==> src/rtl/vga_layer_mux.sv <==
// vga_layer_mux: priority compositor for a stack of video layers.
// Picks the highest-priority enabled layer (layer 0 wins), falls back to a
// background colour, and offers a background-only mode, a test-bar mode and
// a layer-index debug mode. Layer mask and mode are double-buffered: writes
// land in shadow registers and are copied to the active registers at frame start.
module vga_layer_mux #(
    parameter int LAYERS    = 4,
    parameter int BPC       = 2,
    parameter int BAR_SHIFT = 4
) (
    input  logic                      clk,
    input  logic                      reset,
    input  logic                      frame_start,
    input  logic                      visible,
    input  logic [LAYERS-1:0]         layer_en,
    input  logic [LAYERS*3*BPC-1:0]   layer_rgb,
    input  logic [3*BPC-1:0]          bg_rgb,
    input  logic                      cfg_we,
    input  logic [LAYERS-1:0]         cfg_mask,
    input  logic [1:0]                cfg_mode,
    output logic [3*BPC-1:0]          out_rgb,
    output logic                      out_visible,
    output logic [3:0]                out_layer,
    output logic                      cfg_pending
);

    localparam int W = 3 * BPC;

    typedef enum logic [1:0] {
        MODE_NORMAL  = 2'd0,
        MODE_BG_ONLY = 2'd1,
        MODE_BARS    = 2'd2,
        MODE_INDEX   = 2'd3
    } mode_e;

    logic [LAYERS-1:0] shadow_mask_q, shadow_mask_d;
    logic [1:0]        shadow_mode_q, shadow_mode_d;
    logic [LAYERS-1:0] active_mask_q, active_mask_d;
    logic [1:0]        active_mode_q, active_mode_d;
    logic              pending_q, pending_d;
    logic [10:0]       hcount_q, hcount_d;
    logic [W-1:0]      out_rgb_q, out_rgb_d;
    logic              out_visible_q, out_visible_d;
    logic [3:0]        out_layer_q, out_layer_d;

    logic              found;
    logic [3:0]        win_idx;
    logic [W-1:0]      win_rgb;
    logic [2:0]        bar;
    logic [W-1:0]      bar_rgb;
    logic [BPC-1:0]    idx_chan;

    // Shadow/active config: a write in the same cycle as frame_start goes
    // straight to the active registers and leaves nothing pending.
    always_comb begin
        shadow_mask_d = shadow_mask_q;
        shadow_mode_d = shadow_mode_q;
        active_mask_d = active_mask_q;
        active_mode_d = active_mode_q;
        pending_d     = pending_q;
        if (cfg_we) begin
            shadow_mask_d = cfg_mask;
            shadow_mode_d = cfg_mode;
            pending_d     = 1'b1;
        end
        if (frame_start) begin
            active_mask_d = cfg_we ? cfg_mask : shadow_mask_q;
            active_mode_d = cfg_we ? cfg_mode : shadow_mode_q;
            pending_d     = 1'b0;
        end
    end

    // Horizontal pixel counter: restarts on blanking, the pre-increment value labels the current pixel.
    always_comb begin
        hcount_d = visible ? hcount_q + 11'd1 : 11'd0;
    end

    // Priority search; scanning downward leaves the lowest enabled index as the winner.
    always_comb begin
        found   = 1'b0;
        win_idx = 4'(LAYERS);
        win_rgb = '0;
        for (int i = LAYERS - 1; i >= 0; i--) begin
            if (layer_en[i] && active_mask_q[i]) begin
                found   = 1'b1;
                win_idx = i[3:0];
                win_rgb = layer_rgb[i*W +: W];
            end
        end
    end

    // Test-bar colour from the bar number, and the winner index squeezed into one channel.
    always_comb begin
        bar     = hcount_q[BAR_SHIFT+2:BAR_SHIFT];
        bar_rgb = {{BPC{bar[2]}}, {BPC{bar[1]}}, {BPC{bar[0]}}};
        idx_chan = '0;
        for (int b = 0; b < BPC; b++) begin
            idx_chan[b] = (b < 4) ? win_idx[b % 4] : 1'b0;
        end
    end

    // Output selection by active mode; blanking forces black and the "no source" index.
    always_comb begin
        out_rgb_d     = '0;
        out_layer_d   = 4'hF;
        out_visible_d = visible;
        if (visible) begin
            case (mode_e'(active_mode_q))
                MODE_NORMAL: begin
                    out_rgb_d   = found ? win_rgb : bg_rgb;
                    out_layer_d = win_idx;
                end
                MODE_BG_ONLY: begin
                    out_rgb_d   = bg_rgb;
                    out_layer_d = 4'(LAYERS);
                end
                MODE_BARS: begin
                    out_rgb_d   = bar_rgb;
                    out_layer_d = 4'hF;
                end
                MODE_INDEX: begin
                    out_rgb_d   = found ? {3{idx_chan}} : '0;
                    out_layer_d = win_idx;
                end
                default: begin
                    out_rgb_d   = '0;
                    out_layer_d = 4'hF;
                end
            endcase
        end
    end

    // State registers; reset wins over any config write or frame start in the same cycle.
    always_ff @(posedge clk) begin
        if (reset) begin
            shadow_mask_q <= '1;
            shadow_mode_q <= 2'd0;
            active_mask_q <= '1;
            active_mode_q <= 2'd0;
            pending_q     <= 1'b0;
            hcount_q      <= 11'd0;
            out_rgb_q     <= '0;
            out_visible_q <= 1'b0;
            out_layer_q   <= 4'hF;
        end else begin
            shadow_mask_q <= shadow_mask_d;
            shadow_mode_q <= shadow_mode_d;
            active_mask_q <= active_mask_d;
            active_mode_q <= active_mode_d;
            pending_q     <= pending_d;
            hcount_q      <= hcount_d;
            out_rgb_q     <= out_rgb_d;
            out_visible_q <= out_visible_d;
            out_layer_q   <= out_layer_d;
        end
    end

    assign out_rgb     = out_rgb_q;
    assign out_visible = out_visible_q;
    assign out_layer   = out_layer_q;
    assign cfg_pending = pending_q;

endmodule
==> config.mk <==
export PLATFORM = sky130hd
export DESIGN_NAME = vga_layer_mux
export DESIGN_NICKNAME = d
export VERILOG_FILES = /design/src/rtl/vga_layer_mux.sv
export SDC_FILE = /design/constraint.sdc
export NUM_CORES = 1
export LEC_CHECK = 0
export BUFFER_PORTS_ARGS = -buffer_cell sky130_fd_sc_hd__buf_2
export CORE_MARGIN = 1.5
export CORE_UTILIZATION = 37
export CTS_CLUSTER_DIAMETER = 60
export DETAILED_ROUTE_END_ITERATION = 8
export GPL_TIMING_DRIVEN = 0
export PLACE_DENSITY_LB_ADDON = 0.15
export RECOVER_POWER = 50
export SLEW_MARGIN = 40
export SYNTH_ARGS = -nofsm -noshare
export SYNTH_HDL_FRONTEND = slang
export SYNTH_SLANG_ARGS = --single-unit
==> constraint.sdc <==
create_clock -name clk -period 1.7 [get_ports clk]
set_clock_uncertainty 0.2 [all_clocks]
set_input_delay 0.17 -clock clk [delete_from_list [all_inputs] [get_ports clk]]
set_output_delay 0.17 -clock clk [all_outputs]
set_load 0.05 [all_outputs]
==> flow_metrics.tcl, run 1 <==
set metrics [dict create \
    antenna_found_initial 0 \
    power.total_mw 1.84 \
    wl_per_cell_microns 13.3 \
    fp.dieW_microns 66.6 \
    worst-path-stages 4 \
    yosysSeqAreaShare 0.415 \
    gp_congestion 0.865 \
    powerDensity_nw_per_um2 929 \
    syn_area_sq_um 1500 \
    path_delay_family "compound AO/OA/AOI/OAI gates" \
    final_common_cell "buf_2" \
    outcome "complete, no violations" \
    grt_max_degree 11 \
    drcViolationCount 0 \
    maxCapViolCount 0 \
    grt_pass1_vias 1436 \
    power.leakage_nw 0.897 \
    setup_viol 0 \
    via_count 1428 \
    start_util 0.396 \
    worst_slack_ns 0.123 \
    clock_latency_ns 0.28 \
    path_clk_slew_ns 0.07 \
    worstSetupPathType "reg2reg" \
    grt_pass1_wl_microns 5910 \
    post-route-period-util 0.928 \
    clockRootBuffer "clkbuf_8" \
    tightestPinTransition_ns 0.608 \
    dr.pass1.iters 4 \
    yosysWarnings 0 \
    max_stage_delay_ns 0.40 \
    cts_tree "done" \
    drive_gt1_frac 0.282 \
    ir_drop_mv 0.571 \
    antenna_cells 0 \
    hold-path-cell-count 3 \
    synth-main-ff-cell "dfxtp_1" \
    mostFrequentLayoutCells "buf_2 (46), dfxtp_1 (30), inv_1 (13), clkbuf_1 (13), nor2_1 (11)" \
    nNetsFinal 278 \
    min_period_ns 1.58 \
    die_y_microns 66.6 \
    rsz0062_at_grt "false" \
    synth_fp_nets 210 \
    io_buffers 55 \
    ys_ff_latch 31 \
    dieArea_sq_um 4430 \
    path_buf_inv 1 \
    required_ns 1.65 \
    io_pins 57 \
    synth.distinct_cells 38 \
    r2r_cells 4 \
    track_usage 0.177 \
    hpwl_microns 2810 \
    cts_sinks 31 \
    drtIter0Drc 48 \
    core_area_sq_um 3770 \
    avgSynthCellArea_sq_um 9.46 \
    critPathSlowestCell "dfxtp_1" \
    cp-end-kind "register" \
    grt-ovfl-total 0 \
    path_max_fanout 5 \
    rows 22 \
    synth_edf_count 0 \
    htree_levels 2 \
    drt-total-wl_microns 3660 \
    place_ws_ns -0.0220 \
    dp.cells 261 \
    crit_chain "inv_1, ha_1, a31oi_1, a221oi_1" \
    finalMaxSlewViolations 0 \
    layoutNonFillerInstCount 275 \
    antenna_left 0 \
    area_growth_pct 32.7 \
    slew_headroom 0.597 \
    vias_per_cell 5.19 \
    syn-instance-count 158 \
    final_area_sq_um 1980 \
    cts_made_buffers 5 \
    place_area_sq_um 1830 \
    fmax_ghz 0.634 \
    clockBufferDepth 2 \
    cp-start-kind "register" \
    worstPathArrival_ns 1.52 \
    hold_viol_final 0 \
    min_path_type "in2reg" \
    ys_async_sr_fraction 0 \
]
## repair_timing
action,4_1_cts,5_1_grt
pin swaps,0,1
gates resized for setup,0,1
setup endpoints to repair,4,5
hold endpoints to repair,10,0
hold buffers,6,0
buffers inserted,0,1
## synth_stat cells (2+ instances only)
master    count  area share
a211oi_1      5       0.025
a21o_1        4       0.020
a21oi_1       2      0.0067
a221oi_1      7       0.041
a221oi_2      3       0.030
a22oi_1       6       0.030
a31oi_1       2      0.0084
and2_1        3       0.013
and3_1        3       0.013
buf_2         3       0.010
clkbuf_1      2      0.0050
dfxtp_1      31        0.42
ha_1          7       0.059
inv_1        13       0.033
mux2i_1       6       0.040
nand2_1       4       0.010
nand2b_1      2      0.0084
nand3_1       8       0.027
nor2_1       11       0.028
nor2b_1       4       0.017
o21a_1        2       0.010
o21ai_0       6       0.020
o21ai_1       2      0.0067
o22a_1        2       0.012
o22ai_1       4       0.017
xor2_1        4       0.023
## through the flow
stage	util	setup TNS, ns	hold WS, ns
final	0.526	0	0.0180
after global routing	0.526	0	0.0348
after CTS	0.528	0	0.0195
after detailed placement	0.485	-0.0481	0.207
after global placement	0.485	0	0.196
after floorplan	-	0	0.0838
## per-layer routing
layer | track usage | wire [microns]
met2 | 0.319 | 1770
met4 | 0.0689 | 54
met1 | 0.191 | 1580
met5 | 0 | 0
met3 | 0.0557 | 254
## report_power, final
group / leakage, nW / total (mW) / internal, mW / switching, mW
Sequential: 0.256 / 0.798 / 0.772 / 0.0258
Clock: 0.0505 / 0.645 / 0.368 / 0.277
Combinational: 0.591 / 0.402 / 0.158 / 0.244
## worst min-delay path, stage by stage
cell and delay (ns):
buf_2 0.08, mux2i_1 0.06, nor2_1 0.14
## state kept, by name, summed over array words and instances (netlist names)
| signal | count |
|---|---|
| out_layer | 4 |
| active_mask_q | 4 |
| out_visible | 1 |
| shadow_mask_q | 4 |
| hcount_q | 7 |
| cfg_pending | 1 |
| active_mode_q | 2 |
| out_rgb | 6 |
| shadow_mode_q | 2 |
## layout make-up
class | count | area (sq um)
Clock inverter | 1 | 7.51
Fill cell | 372 | 1790
Tap cell | 48 | 60.1
Buffer | 5 | 30.0
Timing Repair Buffer | 62 | 328
Inverter | 13 | 48.8
Clock buffer | 7 | 96.3
Sequential cell | 31 | 622
Multi-Input combinational cell | 108 | 792
## kinds of logic (layout without fill, tap and decap cells)
logic type	Yosys count	after routing	share of synthesized area
fa+ha+maj	7	7	0.0586
compound gates	52	52	0.272
xor+xnor	5	5	0.0293
buf+inv	19	88	0.0552
simple gates	38	38	0.130
flops	31	31	0.415
mux	6	6	0.0402
## final timing paths
kind,startpoint,end,slack (ns)
max,active_mode_q[1],out_rgb[2],0.12
max reg2reg,active_mode_q[1],out_rgb[2],0.12
min,cfg_mode[1],shadow_mode_q[1],0.02
min reg2reg,hcount_q[0],hcount_q[0],0.28
Power figures use the tool's default switching activity.
==> run 2: changes to the inputs <==
- CORE_UTILIZATION: 37 -> 48
- clock period: 1.7 -> 1.5 ns (I/O delays scaled with it)
==> run 2 against run 1 <==
  * Sequential power grew 14%
  * Via count is 2.3% higher
  * Sequential cell count stayed put
  * Routed wire length grew 3.5%
  * Power increased by 8.6%
  * Non-clock buffer count is 6 higher
  * Register-to-register slack worse by 0.12 ns
  * Combinational power grew 32%
  * Highest routed layer unchanged
  * Design area is 6.4% higher
  * Critical path type unchanged
  * Setup slack worse by 0.12 ns
  * Cell count fell by 3.3%
==> flow_metrics.tcl, run 2 (synthesis results as in run 1) <==
set metrics [dict create \
    nNetsFinal 284 \
    path_clk_slew_ns 0.10 \
    rows 20 \
    wl_per_cell_microns 14.2 \
    antenna_found_initial 0 \
    clock_power_share 0.282 \
    crit_chain "inv_1, ha_2, a22oi_1, a221oi_2" \
    antenna_cells 0 \
    grt_pass1_vias 1426 \
    min_period_ns 1.50 \
    cp-end-kind "register" \
    drt-total-wl_microns 3780 \
    fp.dieW_microns 58.8 \
    outcome "complete, no violations" \
    powerDensity_nw_per_um2 948 \
    critPathSlowestCell "dfxtp_2" \
    core_area_sq_um 3000 \
    cp-start-kind "register" \
    cts_tree "done" \
    final_common_cell "buf_2" \
    hpwl_microns 2630 \
    path_buf_inv 1 \
    p_int_mw 1.38 \
    path_delay_family "compound AO/OA/AOI/OAI gates" \
    clockBufferDepth 2 \
    grt_pass1_wl_microns 6100 \
    cts_sinks 31 \
    setup_viol 0 \
    drtIter0Drc 73 \
    power.leakage_nw 0.964 \
    dieArea_sq_um 3460 \
    tns_ns 0 \
    mostFrequentLayoutCells "buf_2 (57), dfxtp_1 (25), inv_1 (11), nor2_1 (11), dlygate4sd3_1 (11)" \
    tightestPinTransition_ns 0.458 \
    htree_levels 2 \
    slew_headroom 0.694 \
    gp_congestion 0.856 \
    dr.pass1.iters 4 \
    ir_drop_mv 0.759 \
    vias_per_cell 5.49 \
    area_growth_pct 41.3 \
    p_sw_mw 0.627 \
    required_ns 1.54 \
    io_pins 57 \
    p_comb_frac 0.265 \
    worstPathArrival_ns 1.54 \
    fmax_ghz 0.669 \
    antenna_left 0 \
    post-route-util 0.703 \
    finalMaxSlewViolations 0 \
    track_usage 0.235 \
    worstSetupPathType "reg2reg" \
    grt_max_degree 11 \
    largest_register "hcount_q" \
    drive_gt1_frac 0.421 \
    hold_viol_final 0 \
    max_stage_delay_ns 0.37 \
    fillCellCount 240 \
    rsz0062_at_grt "true" \
    clock_latency_ns 0.33 \
    switching_share 0.313 \
    start_util 0.498 \
    cts_made_buffers 5 \
    largest_reg_flops 7 \
    grt-ovfl-total 0 \
    min_path_type "in2reg" \
    p_seq_frac 0.453 \
    drcViolationCount 0 \
    via_count 1461 \
    clockRootBuffer "clkbuf_4" \
    io_buffers 55 \
    post-route-period-util 0.997 \
    die_y_microns 58.8 \
    path_max_fanout 6 \
    maxCapViolCount 0 \
]
## run 2: cell type report
type	instances	area, sq um	area share
Multi-Input combinational cell	108	881	0.417
Sequential cell	31	628	0.297
Timing Repair Buffer	68	404	0.191
Clock buffer	7	65.1	0.0308
Inverter	13	48.8	0.0231
Tap cell	33	41.3	0.0195
Buffer	5	36.3	0.0172
Clock inverter	1	7.51	0.00355
## run 2: per-stage QoR
| step | cell area (sq um) | total power [mW] | hold slack, ns | setup slack (ns) | cells |
|---|---|---|---|---|---|
| 6_report | 2110 | 2.00 | 0.0163 | 0.00483 | 266 |
| 3_5_place_dp | 1810 | 1.36 | 0.182 | -0.210 | 246 |
| 5_1_grt | 2110 | 2.11 | 0.0254 | -0.0478 | 266 |
| 2_1_floorplan | 1500 | 1.22 | 0.0638 | 0.0205 | 158 |
| 4_1_cts | 2030 | 1.96 | 0.00299 | -0.00736 | 265 |
| 3_3_place_gp | 1810 | 1.35 | 0.174 | -0.175 | 246 |
## run 2: final timing paths
path / start / to / slack, ns / cells past startpoint
worst max-delay path: active_mode_q[1] / out_rgb[2] / 0.005 / 4
worst min-delay path: visible / out_rgb[0] / 0.02 / 3
worst max register to register: active_mode_q[1] / out_rgb[2] / 0.005 / 4
worst min register to register: hcount_q[0] / hcount_q[0] / 0.27 / 1
## run 2: power by group through the flow
stage               logic (mW)  clock network (mW)  registers, mW
global placement         0.434                   0          0.918
floorplan                0.225                   0          0.997
CTS                      0.485               0.572          0.904
global route             0.576               0.618          0.915
detailed placement       0.442                   0          0.921
finish                   0.531               0.565          0.907
## run 2: worst reg2reg max path, delay by kind of cell, from the launching register on
kind                       cells  cell delay (ns)
AOI/OAI and AO/OA              2             0.42
buffers and inverters          1             0.14
DFF                            1             0.37
adders and majority gates      1             0.28
## run 2: per-layer routing
metal,wire [microns],GRT usage,vias to the layer above
met5,0,0,-
met4,33,0.0779,0
met3,274,0.0835,4
met2,1920,0.400,56
met1,1560,0.275,668
li1,-,-,733
## run 2: repair_timing
item | 4_1_cts | 5_1_grt
pin swaps | 2 | 4
hold buffers | 11 | 0
gates resized for setup | 11 | 18
setup buffers | 1 | 1
setup endpoints to repair | 9 | 10
hold endpoints to repair | 14 | 0
